[config.mk]
export PLATFORM = sky130hd
export DESIGN_NAME = wb_stage_skid_reg_flat
export DESIGN_NICKNAME = d
export VERILOG_FILES = /design/src/rtl/wb_stage_skid_reg_if.sv /design/src/rtl/wb_stage_skid_reg.sv /design/src/flat_wrapper.sv
export SDC_FILE = /design/constraint.sdc
export NUM_CORES = 1
export LEC_CHECK = 0
export CAP_MARGIN = 20
export CORE_MARGIN = 2
export CORE_UTILIZATION = 50
export CTS_BUF_LIST = sky130_fd_sc_hd__clkbuf_8
export DETAILED_ROUTE_END_ITERATION = 6
export DONT_BUFFER_PORTS = 1
export HOLD_SLACK_MARGIN = 0.03
export PLACE_DENSITY_LB_ADDON = 0.2
export SLEW_MARGIN = 40
export SYNTH_ARGS = -nofsm -noshare
export SYNTH_HDL_FRONTEND = slang
export SYNTH_SLANG_ARGS = --single-unit
export TNS_END_PERCENT = 100
[constraint.sdc]
create_clock -name clk -period 1.8 [get_ports clk]
set_clock_uncertainty 0.05 [all_clocks]
set_input_delay 0.09 -clock clk [delete_from_list [all_inputs] [get_ports clk]]
set_output_delay 0.09 -clock clk [all_outputs]
set_load 0.01 [all_outputs]
[src/rtl/wb_stage_skid_reg_if.sv]
// rtl/wb_stage_skid_reg_if.sv - handshake and payload bundle between MEM, the MEM/WB register and WB
interface wb_stage_skid_reg_if #(
  parameter int DATA_W = 32,
  parameter int DEST_W = 4
) ();
  logic              freeze;
  logic              flush;

  logic              in_valid;
  logic              in_ready;
  logic              in_wb_en;
  logic              in_mem_r_en;
  logic [DATA_W-1:0] in_alu_res;
  logic [DATA_W-1:0] in_data;
  logic [DEST_W-1:0] in_dest;

  logic              out_valid;
  logic              out_ready;
  logic              out_wb_en;
  logic              out_mem_r_en;
  logic [DATA_W-1:0] out_alu_res;
  logic [DATA_W-1:0] out_data;
  logic [DEST_W-1:0] out_dest;
  logic [DATA_W-1:0] out_wb_value;

  logic              fwd_en;
  logic [DEST_W-1:0] fwd_dest;
  logic [DATA_W-1:0] fwd_value;
  logic [1:0]        occupancy;

  modport master (
    output freeze, flush,
    output in_valid, in_wb_en, in_mem_r_en, in_alu_res, in_data, in_dest,
    output out_ready,
    input  in_ready,
    input  out_valid, out_wb_en, out_mem_r_en, out_alu_res, out_data, out_dest, out_wb_value,
    input  fwd_en, fwd_dest, fwd_value, occupancy
  );

  modport slave (
    input  freeze, flush,
    input  in_valid, in_wb_en, in_mem_r_en, in_alu_res, in_data, in_dest,
    input  out_ready,
    output in_ready,
    output out_valid, out_wb_en, out_mem_r_en, out_alu_res, out_data, out_dest, out_wb_value,
    output fwd_en, fwd_dest, fwd_value, occupancy
  );
endinterface

[src/rtl/wb_stage_skid_reg.sv]
// rtl/wb_stage_skid_reg.sv - MEM->WB pipeline register with optional skid entry, freeze and flush
module wb_stage_skid_reg #(
  parameter int DATA_W = 32,
  parameter int DEST_W = 4,
  parameter int SKID   = 1
) (
  input logic                clk,
  input logic                rst,
  wb_stage_skid_reg_if.slave bus
);

  // state encoding doubles as the occupancy count
  localparam logic [1:0] ST_EMPTY = 2'd0;
  localparam logic [1:0] ST_ONE   = 2'd1;
  localparam logic [1:0] ST_FULL  = 2'd2;

  logic [1:0]        r_state;
  logic [1:0]        w_state_nxt;

  logic              r_main_wb_en;
  logic              r_main_mem_r_en;
  logic [DATA_W-1:0] r_main_alu_res;
  logic [DATA_W-1:0] r_main_data;
  logic [DEST_W-1:0] r_main_dest;

  logic              r_skid_wb_en;
  logic              r_skid_mem_r_en;
  logic [DATA_W-1:0] r_skid_alu_res;
  logic [DATA_W-1:0] r_skid_data;
  logic [DEST_W-1:0] r_skid_dest;

  logic              w_main_valid;
  logic              w_skid_valid;
  logic              w_in_ready;
  logic              w_accept;
  logic              w_deq;
  logic              w_load_main_in;
  logic              w_load_main_skid;
  logic              w_load_skid;
  logic              w_out_wb_en;
  logic [DATA_W-1:0] w_wb_value;

  assign w_main_valid = (r_state != ST_EMPTY);
  assign w_skid_valid = (r_state == ST_FULL);

  // with a skid entry, in_ready is registered state only, breaking the out_ready path
  generate
    if (SKID != 0) begin : g_skid
      assign w_in_ready = ~w_skid_valid & ~bus.freeze & ~bus.flush & ~rst;
    end else begin : g_noskid
      assign w_in_ready = (~w_main_valid | bus.out_ready) & ~bus.freeze & ~bus.flush & ~rst;
    end
  endgenerate

  assign w_accept = bus.in_valid & w_in_ready;
  assign w_deq    = w_main_valid & bus.out_ready & ~bus.freeze & ~bus.flush;

  always_comb begin
    w_state_nxt      = r_state;
    w_load_main_in   = 1'b0;
    w_load_main_skid = 1'b0;
    w_load_skid      = 1'b0;
    case (r_state)
      ST_EMPTY: begin
        if (w_accept) begin
          w_state_nxt    = ST_ONE;
          w_load_main_in = 1'b1;
        end
      end
      ST_ONE: begin
        if (w_accept && w_deq) begin
          w_load_main_in = 1'b1;
        end else if (w_accept) begin
          w_state_nxt = ST_FULL;
          w_load_skid = 1'b1;
        end else if (w_deq) begin
          w_state_nxt = ST_EMPTY;
        end
      end
      ST_FULL: begin
        if (w_deq) begin
          w_state_nxt      = ST_ONE;
          w_load_main_skid = 1'b1;
        end
      end
      default: w_state_nxt = ST_EMPTY;
    endcase
  end

  // freeze needs no branch here: it forces accept and deq low, so nothing loads
  always_ff @(posedge clk) begin
    if (rst || bus.flush) begin
      r_state         <= ST_EMPTY;
      r_main_wb_en    <= 1'b0;
      r_main_mem_r_en <= 1'b0;
      r_main_alu_res  <= '0;
      r_main_data     <= '0;
      r_main_dest     <= '0;
      r_skid_wb_en    <= 1'b0;
      r_skid_mem_r_en <= 1'b0;
      r_skid_alu_res  <= '0;
      r_skid_data     <= '0;
      r_skid_dest     <= '0;
    end else begin
      r_state <= w_state_nxt;

      if (w_load_main_in) begin
        r_main_wb_en    <= bus.in_wb_en;
        r_main_mem_r_en <= bus.in_mem_r_en;
        r_main_alu_res  <= bus.in_alu_res;
        r_main_data     <= bus.in_data;
        r_main_dest     <= bus.in_dest;
      end else if (w_load_main_skid) begin
        r_main_wb_en    <= r_skid_wb_en;
        r_main_mem_r_en <= r_skid_mem_r_en;
        r_main_alu_res  <= r_skid_alu_res;
        r_main_data     <= r_skid_data;
        r_main_dest     <= r_skid_dest;
      end

      if (w_load_skid) begin
        r_skid_wb_en    <= bus.in_wb_en;
        r_skid_mem_r_en <= bus.in_mem_r_en;
        r_skid_alu_res  <= bus.in_alu_res;
        r_skid_data     <= bus.in_data;
        r_skid_dest     <= bus.in_dest;
      end else if (w_load_main_skid) begin
        r_skid_wb_en    <= 1'b0;
        r_skid_mem_r_en <= 1'b0;
        r_skid_alu_res  <= '0;
        r_skid_data     <= '0;
        r_skid_dest     <= '0;
      end
    end
  end

  // control fields are gated so a bubble can never write the register file
  assign w_out_wb_en = r_main_wb_en & w_main_valid;
  assign w_wb_value  = r_main_mem_r_en ? r_main_data : r_main_alu_res;

  assign bus.in_ready     = w_in_ready;
  assign bus.out_valid    = w_main_valid;
  assign bus.out_wb_en    = w_out_wb_en;
  assign bus.out_mem_r_en = r_main_mem_r_en & w_main_valid;
  assign bus.out_alu_res  = r_main_alu_res;
  assign bus.out_data     = r_main_data;
  assign bus.out_dest     = r_main_dest;
  assign bus.out_wb_value = w_wb_value;
  assign bus.fwd_en       = w_out_wb_en;
  assign bus.fwd_dest     = r_main_dest;
  assign bus.fwd_value    = w_wb_value;
  assign bus.occupancy    = r_state;

  a_no_full_without_skid: assert property (@(posedge clk) disable iff (rst)
    (SKID != 0) || (r_state != ST_FULL));

endmodule

[src/flat_wrapper.sv]
// flat-port wrapper written by rule: the top's interface ports become plain ports
module wb_stage_skid_reg_flat 
#(
  parameter int DATA_W = 32,
  parameter int DEST_W = 4,
  parameter int SKID   = 1
)
  (clk, rst, bus_freeze, bus_flush, bus_in_valid, bus_in_wb_en, bus_in_mem_r_en, bus_in_alu_res, bus_in_data, bus_in_dest, bus_out_ready, bus_in_ready, bus_out_valid, bus_out_wb_en, bus_out_mem_r_en, bus_out_alu_res, bus_out_data, bus_out_dest, bus_out_wb_value, bus_fwd_en, bus_fwd_dest, bus_fwd_value, bus_occupancy);
  wb_stage_skid_reg_if #(.DATA_W(DATA_W), .DEST_W(DEST_W)) bus_i ();
  input logic clk;
  input logic rst;
  input wire logic [$bits(bus_i.freeze)-1:0] bus_freeze;
  input wire logic [$bits(bus_i.flush)-1:0] bus_flush;
  input wire logic [$bits(bus_i.in_valid)-1:0] bus_in_valid;
  input wire logic [$bits(bus_i.in_wb_en)-1:0] bus_in_wb_en;
  input wire logic [$bits(bus_i.in_mem_r_en)-1:0] bus_in_mem_r_en;
  input wire logic [$bits(bus_i.in_alu_res)-1:0] bus_in_alu_res;
  input wire logic [$bits(bus_i.in_data)-1:0] bus_in_data;
  input wire logic [$bits(bus_i.in_dest)-1:0] bus_in_dest;
  input wire logic [$bits(bus_i.out_ready)-1:0] bus_out_ready;
  output wire logic [$bits(bus_i.in_ready)-1:0] bus_in_ready;
  output wire logic [$bits(bus_i.out_valid)-1:0] bus_out_valid;
  output wire logic [$bits(bus_i.out_wb_en)-1:0] bus_out_wb_en;
  output wire logic [$bits(bus_i.out_mem_r_en)-1:0] bus_out_mem_r_en;
  output wire logic [$bits(bus_i.out_alu_res)-1:0] bus_out_alu_res;
  output wire logic [$bits(bus_i.out_data)-1:0] bus_out_data;
  output wire logic [$bits(bus_i.out_dest)-1:0] bus_out_dest;
  output wire logic [$bits(bus_i.out_wb_value)-1:0] bus_out_wb_value;
  output wire logic [$bits(bus_i.fwd_en)-1:0] bus_fwd_en;
  output wire logic [$bits(bus_i.fwd_dest)-1:0] bus_fwd_dest;
  output wire logic [$bits(bus_i.fwd_value)-1:0] bus_fwd_value;
  output wire logic [$bits(bus_i.occupancy)-1:0] bus_occupancy;
  assign bus_i.freeze = bus_freeze;
  assign bus_i.flush = bus_flush;
  assign bus_i.in_valid = bus_in_valid;
  assign bus_i.in_wb_en = bus_in_wb_en;
  assign bus_i.in_mem_r_en = bus_in_mem_r_en;
  assign bus_i.in_alu_res = bus_in_alu_res;
  assign bus_i.in_data = bus_in_data;
  assign bus_i.in_dest = bus_in_dest;
  assign bus_i.out_ready = bus_out_ready;
  assign bus_in_ready = bus_i.in_ready;
  assign bus_out_valid = bus_i.out_valid;
  assign bus_out_wb_en = bus_i.out_wb_en;
  assign bus_out_mem_r_en = bus_i.out_mem_r_en;
  assign bus_out_alu_res = bus_i.out_alu_res;
  assign bus_out_data = bus_i.out_data;
  assign bus_out_dest = bus_i.out_dest;
  assign bus_out_wb_value = bus_i.out_wb_value;
  assign bus_fwd_en = bus_i.fwd_en;
  assign bus_fwd_dest = bus_i.fwd_dest;
  assign bus_fwd_value = bus_i.fwd_value;
  assign bus_occupancy = bus_i.occupancy;
  wb_stage_skid_reg #(.DATA_W(DATA_W), .DEST_W(DEST_W), .SKID(SKID)) u_core (.clk(clk), .rst(rst), .bus(bus_i));
endmodule
==> results of run 1 <==
worst paths after layout:
check / start / to / depth (start not counted)
max: rst / u_core.r_main_wb_en / 6
min: bus_flush / u_core.bus.occupancy[1] / 4
max reg2reg: u_core.bus.occupancy[1] / u_core.r_main_wb_en / 7
min reg2reg: u_core.r_skid_alu_res[26] / u_core.r_skid_alu_res[26] / 2
final cells by class:
| class | instances | area, µm² |
|---|---|---|
| clock buffer | 20 | 275 |
| inverter | 2 | 7.51 |
| timing repair buffer | 98 | 1050 |
| clock inverter | 12 | 166 |
| sequential | 142 | 2840 |
| tap | 172 | 215 |
| fill | 1119 | 5070 |
| multi-input combinational | 544 | 2830 |
power groups by stage:
stage	Sequential [µW]	Clock, µW	Combinational [µW]
after floorplan	3260	0	178
after global placement	3270	0	210
after detailed placement	3270	0	216
after CTS	3200	2860	376
after global routing	3200	2990	417
final	3200	2810	382
critical path, stage by stage:
cell and delay, ns:
dlygate4sd3_1 0.58, nor2_4 0.20, dlygate4sd3_1 0.59, buf_4 0.27
o21ai_0 0.15, a31oi_1 0.17
placed cells by master, fill, tap and decap left out, types with 2 or more instances in the layout:
cell type and instances:
nand2_1 212, dfxtp_1 141, dlygate4sd3_1 77, a21oi_1 72, a31oi_1 71, nand3_1 70
o21ai_0 68, mux2_2 32, clkbuf_8 20, buf_4 11, buf_12 10, nor2b_1 4
clkinv_2 4, bufinv_16 4, inv_1 3, clkinvlp_4 3, o21ai_1 2
synthesized netlist by cell type (2+ instances only):
cell      number  area share
nand2_1      213        0.13
dfxtp_1      142        0.45
a21oi_1       72       0.057
a31oi_1       71       0.070
nand3_1       70       0.056
o21ai_0       70       0.056
buf_4         43       0.051
mux2_2        32       0.057
clkbuf_1      29       0.017
buf_2         25       0.020
buf_6          7       0.013
nor2b_1        4      0.0040
clkbuf_2       3      0.0024
buf_1          2      0.0012
inv_1          2      0.0012
nor3b_2        2      0.0040
stage by stage:
stage,hold slack (ns),setup slack [ns],cells
after detailed placement,0.182,0.128,881
after floorplan,0.176,0.230,797
after global placement,0.178,0.183,881
after CTS,0.0374,0.0935,990
final,0.0725,0.0520,990
after global routing,0.0668,-0.0207,990
cells by family (layout without fill, tap and decap cells):
| kind of cell | Yosys count | in the layout | share of synthesized area |
|---|---|---|---|
| buffers and inverters | 111 | 132 | 0.106 |
| AO/OA/AOI/OAI | 214 | 214 | 0.185 |
| AND/OR/NAND/NOR | 298 | 298 | 0.201 |
| flip-flops | 142 | 142 | 0.451 |
| multiplexers | 32 | 32 | 0.0572 |
layer usage:
| metal | track usage | wire length, µm | up-vias |
|---|---|---|---|
| met3 | 0.0638 | 1130 | 33 |
| li1 | - | - | 2719 |
| met2 | 0.431 | 8430 | 237 |
| met5 | 0 | 0 | - |
| met4 | 0.112 | 352 | 0 |
| met1 | 0.282 | 6830 | 2704 |
sequential cells by signal, summed over array words and instances (netlist names):
| name | count |
|---|---|
| u_core.bus.out_alu_res | 32 |
| u_core.bus.out_data | 32 |
| u_core.r_skid_alu_res | 32 |
| u_core.r_skid_data | 32 |
| u_core.bus.fwd_dest | 4 |
| u_core.r_skid_dest | 4 |
| u_core.bus.occupancy | 2 |
| u_core.r_main_mem_r_en | 1 |
| u_core.r_main_wb_en | 1 |
| u_core.r_skid_mem_r_en | 1 |
| u_core.r_skid_wb_en | 1 |
timing repair:
action                     in CTS  in global routing
hold buffers                   77                  0
hold endpoints to repair      142                  0
resized for setup               0                  3
setup endpoints to repair       0                  6
==> impl_results.md, run 1 <==
* Sequential power share at 0.500
* Clock transition at the registers of the reported paths at 0.07 ns
* Final min period at 1.75 ns
* Synth Cell Area at 6300 µm²
* Crit path arrival time at 2.07 ns
* Worst Max-Slew Pin Slew at 0.491 ns
* Die area at 13500 µm²
* Root Driver: clkbuf_8
* Sequential fraction of the synthesis area at 0.451
* Global route overflow at 0
* CTS Sinks at 142
* Final Instance Area at 7390 µm²
* Clk pwr share at 0.440
* Antenna-violating nets left at 0
* Die width at 116 µm
* Via density at 5.75
* Diodes inserted at 0
* Syn Nets at 873
* Status: complete, no violations
* Syn. warnings at 0
* Core region area at 12500 µm²
* Share of layout cells above drive strength 1 at 0.116
* DR iter-0 viols at 361
* Async set-reset flop share out of synthesis at 0
* Buffers on Ports at 0
* Placed cell area at 6180 µm²
* Maximum vdd drop at 498 µV
* Hold WC Path Type: primary input to flip-flop
* Period utilization at 0.971
* Antenna violations before repair at 0
* Max transition margin at 0.673
* Gpl congestion at 0.773
* Reg2reg setup slack at 0.10 ns
* Final #Nets at 881
* CP startpoint kind: primary input
* # setup viols final at 0
* FP Rows at 41
* Syn Area/Cell at 7.91 µm²
* Post-synth EDFFs at 0
* Largest net degree at the start of global routing at 77
* H-tree Lvls at 4
* Final core utilization at 0.593
* Vias post-DR at 5693
* Drt drc at 0
* Die height at 116 µm
* Top FF cell, synth: dfxtp_1
* Sw Pwr at 1440 µW
* Static Leak at 0.00233 µW
* First-pass GRT wire length at 26400 µm
* GR Util All Layers at 0.246
* Combinational share of power at 0.060
* Fin. Hold Viols at 0
* 1st-pass router iterations at 4
* Wirelength per Cell at 16.9 µm
* Inserted Clock Buffers at 17
* Cell internal pwr at 4950 µW
* Starting Density at 0.506
* Total Wirelength at 16700 µm
* Total power at 6390 µW
* Max-cap violations at 0
* Max Slew Vio Count at 0
* Library cells used by synthesis at 26
* Hpwl dp at 10100 µm
* Gate count of the mapped netlist at 797
* Fmax at 572 MHz
* Post-CTS Setup Repair Bufs at 0
* PD cells at 864 nW/µm²
* Switch share at 0.225
* Crit Path Class: primary input to flip-flop
* IO Count at 219
* Critical path endpoint category: flip-flop
* Max clock buf depth at 2
* Vias in the first global route at 5549
* Final TNS setup at 0 ns
* Clock latency on the worst-skew pair at 0.44 ns
* Layout overhead on the synthesized area at 17.3%
* CTS tree: built
* CP Max Fanout at 27
* Flop and latch count out of synthesis at 142
* Worst Path Required at 2.12 ns
Note: power is estimated with default switching activity, not from simulation.
==> run 2: changes to the inputs <==
==> constraint.sdc (replaced) <==
create_clock -name clk -period 1.4 [get_ports clk]
set_clock_uncertainty 0.05 [all_clocks]
set_input_delay 0.07 -clock clk [delete_from_list [all_inputs] [get_ports clk]]
set_output_delay 0.07 -clock clk [all_outputs]
set_load 0.01 [all_outputs]
==> impl_results.md, run 2 (synthesis results as in run 1) <==
* Delay-heaviest family, CP: flip-flops
* Max Slew Vio Count at 0 (unchanged)
* Largest net degree at the start of global routing at 40 (-48%)
* Reg2reg setup slack at -0.19 ns (-0.29 ns)
* Drt drc at 0 (unchanged)
* FF-to-FF End: u_core.r_skid_data[5]
* Gpl congestion at 0.863 (+12%)
* Multi-input gate area at 3710 µm² (+31%)
* Critical path's slowest cell: dfxtp_4
* Clock latency on the worst-skew pair at 0.47 ns (+0.03 ns)
* Clock transition at the registers of the reported paths at 0.08 ns (about the same)
* Violated checks: hold timing, setup timing
* Max transition margin at 0.651 (-0.0220)
* Die height at 116 µm (unchanged)
* WP depth at 2 (-4)
* Root Driver: clkbuf_8
* Most frequent cells in the layout: 200 x nand2_1, 139 x dfxtp_1, 73 x dlygate4sd3_1
* Status: finished with violations
* H-tree Lvls at 4 (unchanged)
* Register area at 2850 µm² (+0.26%)
* Static Leak at 0.00289 µW (+24%)
* Worst path bufs/invs at 1 (-2)
* Hpwl dp at 10300 µm (+2.7%)
* Fmax at 630 MHz
* Fin. Hold Viols at 1 (+1)
* Cell Chain, Critical Path: buf_16 > mux2_4
* Vias post-DR at 6340 (+11%)
* Antenna-violating nets left at 0 (unchanged)
* GRT met2 Usage at 0.450 (+0.0190)
* CP startpoint kind: flip-flop
* FF-to-FF Start: u_core.bus.occupancy[1]
* Worst Max-Slew Pin Slew at 0.524 ns (+0.0329 ns)
* GR Util All Layers at 0.283 (+0.0365)
* 1st-pass router iterations at 6 (+2)
* Via density at 6.16 (+7.0%)
* Final min period at 1.59 ns
* PD cells at 954 nW/µm² (+10%)
* Hold Buf Count CTS at 73 (-5.2%)
* Critical path endpoint category: primary output
* Worst setup margin at -0.188 ns (-0.240 ns)
* Buffers on Ports at 0 (unchanged)
* Grt met1 use at 0.364 (+0.0818)
* Hold WC Path Type: primary input to flip-flop
* CTS tree: built
* Total Wirelength at 22100 µm (+32%)
* Inserted Clock Buffers at 17 (unchanged)
* Core region area at 12500 µm² (unchanged)
* Maximum vdd drop at 681 µV (+37%)
* First-pass GRT wire length at 29700 µm (+12%)
* Total power at 8640 µW (+35%)
* DR iter-0 viols at 608 (+68%)
* Max-cap violations at 0 (unchanged)
* # setup viols final at 210 (+210)
* Vias in the first global route at 5793 (+4.4%)
* Antenna violations before repair at 0 (unchanged)
* Starting Density at 0.506 (unchanged)
* Period utilization at 1.13
* FILL cells at 895 (-20%)
* Fin Hold WS at -0.00350 ns (-0.0760 ns)
* CTS Sinks at 142 (unchanged)
* Global routing met3 resource utilization at 0.0742 (+0.0104)
* Die width at 116 µm (unchanged)
* Global route overflow at 0 (unchanged)
* Slowest Stage Delay on Critical Path at 0.46 ns (-0.13 ns)
* Crit path arrival time at 1.47 ns (-0.60 ns)
* Most common cell after layout, fill and taps aside: nand2_1
* Wirelength per Cell at 21.5 µm (+27%)
* Crit. Startpoint: u_core.r_main_mem_r_en
* Layout overhead on the synthesized area at 43.7%
* Worst Path Required at 1.28 ns (-0.84 ns)
* Diodes inserted at 0 (unchanged)
* FP Rows at 41 (unchanged)
* Final #Nets at 922 (+4.7%)
* IO Count at 219 (unchanged)
* Layer with the highest usage: met2
* Die area at 13500 µm² (unchanged)
* Critical Path End: bus_out_wb_value[16]
* Reg2reg path depth at 6 (-1)
* Share of layout cells above drive strength 1 at 0.296 (+0.180)
* Max clock buf depth at 2 (unchanged)
* CP Max Fanout at 11 (-59%)
* RSZ-0062 raised after global routing: yes
* Crit Path Class: flip-flop to primary output
-- run 2: cell types whose count changed in the layout (fill, tap and decap cells not counted), moves of 13 or more --
cell | previous run | this run
nand3_2 | 0 | 15
o21ai_2 | 0 | 24
o21ai_1 | 2 | 30
buf_6 | 0 | 14
a31oi_1 | 71 | 55
nand3_1 | 70 | 42
o21ai_0 | 68 | 15
mux2_2 | 32 | 0
nand3_4 | 0 | 13
a21oi_1 | 72 | 45
a21oi_2 | 0 | 27
mux2_4 | 0 | 32
-- run 2: per-stage QoR --
stage	util	TNS (ns)	instances	instance area [µm²]	worst slack (ns)
finish	0.726	-26.96	1030	9060	-0.188
global route	0.726	-36.82	1030	9060	-0.233
CTS	0.661	-21.90	1015	8250	-0.165
detailed placement	0.507	-7.74	893	6310	-0.130
global placement	0.507	-2.15	893	6310	-0.0445
floorplan	-	-0.343	797	6370	-0.00769
-- run 2: where the power goes --
group          switching [µW]  internal [µW]  total, µW
Sequential               47.3           4060       4110
Clock                    1650           2190       3850
Combinational             361            325        686
Total                    2060           6580       8640
-- run 2: worst min path at each step --
stage,startpoint,to,slack [ns],cells past startpoint
global placement,bus_in_data[29],u_core.r_skid_data[29],0.16,2
detailed placement,bus_in_data[30],u_core.r_skid_data[30],0.16,2
CTS,bus_freeze,u_core.bus.occupancy[0],-0.04,4
floorplan,bus_freeze,bus_in_ready,0.14,1
finish,bus_freeze,u_core.bus.occupancy[0],-0.004,4
global route,bus_freeze,u_core.bus.occupancy[0],0.01,4
-- run 2: timing repair --
item                                   CTS  global route
pin swaps                               29            33
endpoints found under the hold margin  142             1
setup endpoints to repair              205           210
setup buffers                            8             5
resized for setup                      115           121
cloned                                  10            12
-- run 2: area by class of cell --
type	count	share of cell area
Clock buffer	19	0.0289
Clock inverter	12	0.0213
Inverter	2	0.000829
Multi-Input combinational cell	544	0.410
Sequential cell	142	0.315
Tap cell	172	0.0238
Timing Repair Buffer	139	0.201
-- run 2: routing by layer --
| layer | wire, µm | share of wire |
|---|---|---|
| met2 | 10800 | 0.49 |
| met1 | 9090 | 0.41 |
| met5 | 0 | 0 |
| met4 | 434 | 0.020 |
| met3 | 1800 | 0.081 |
-- run 2: worst reg2reg max path: cells and delay by family, from the launching register on --
family	cells	cell delay, ns
compound gates	1	0.16
simple gates	3	0.68
buf+inv	2	0.27
flops	1	0.37
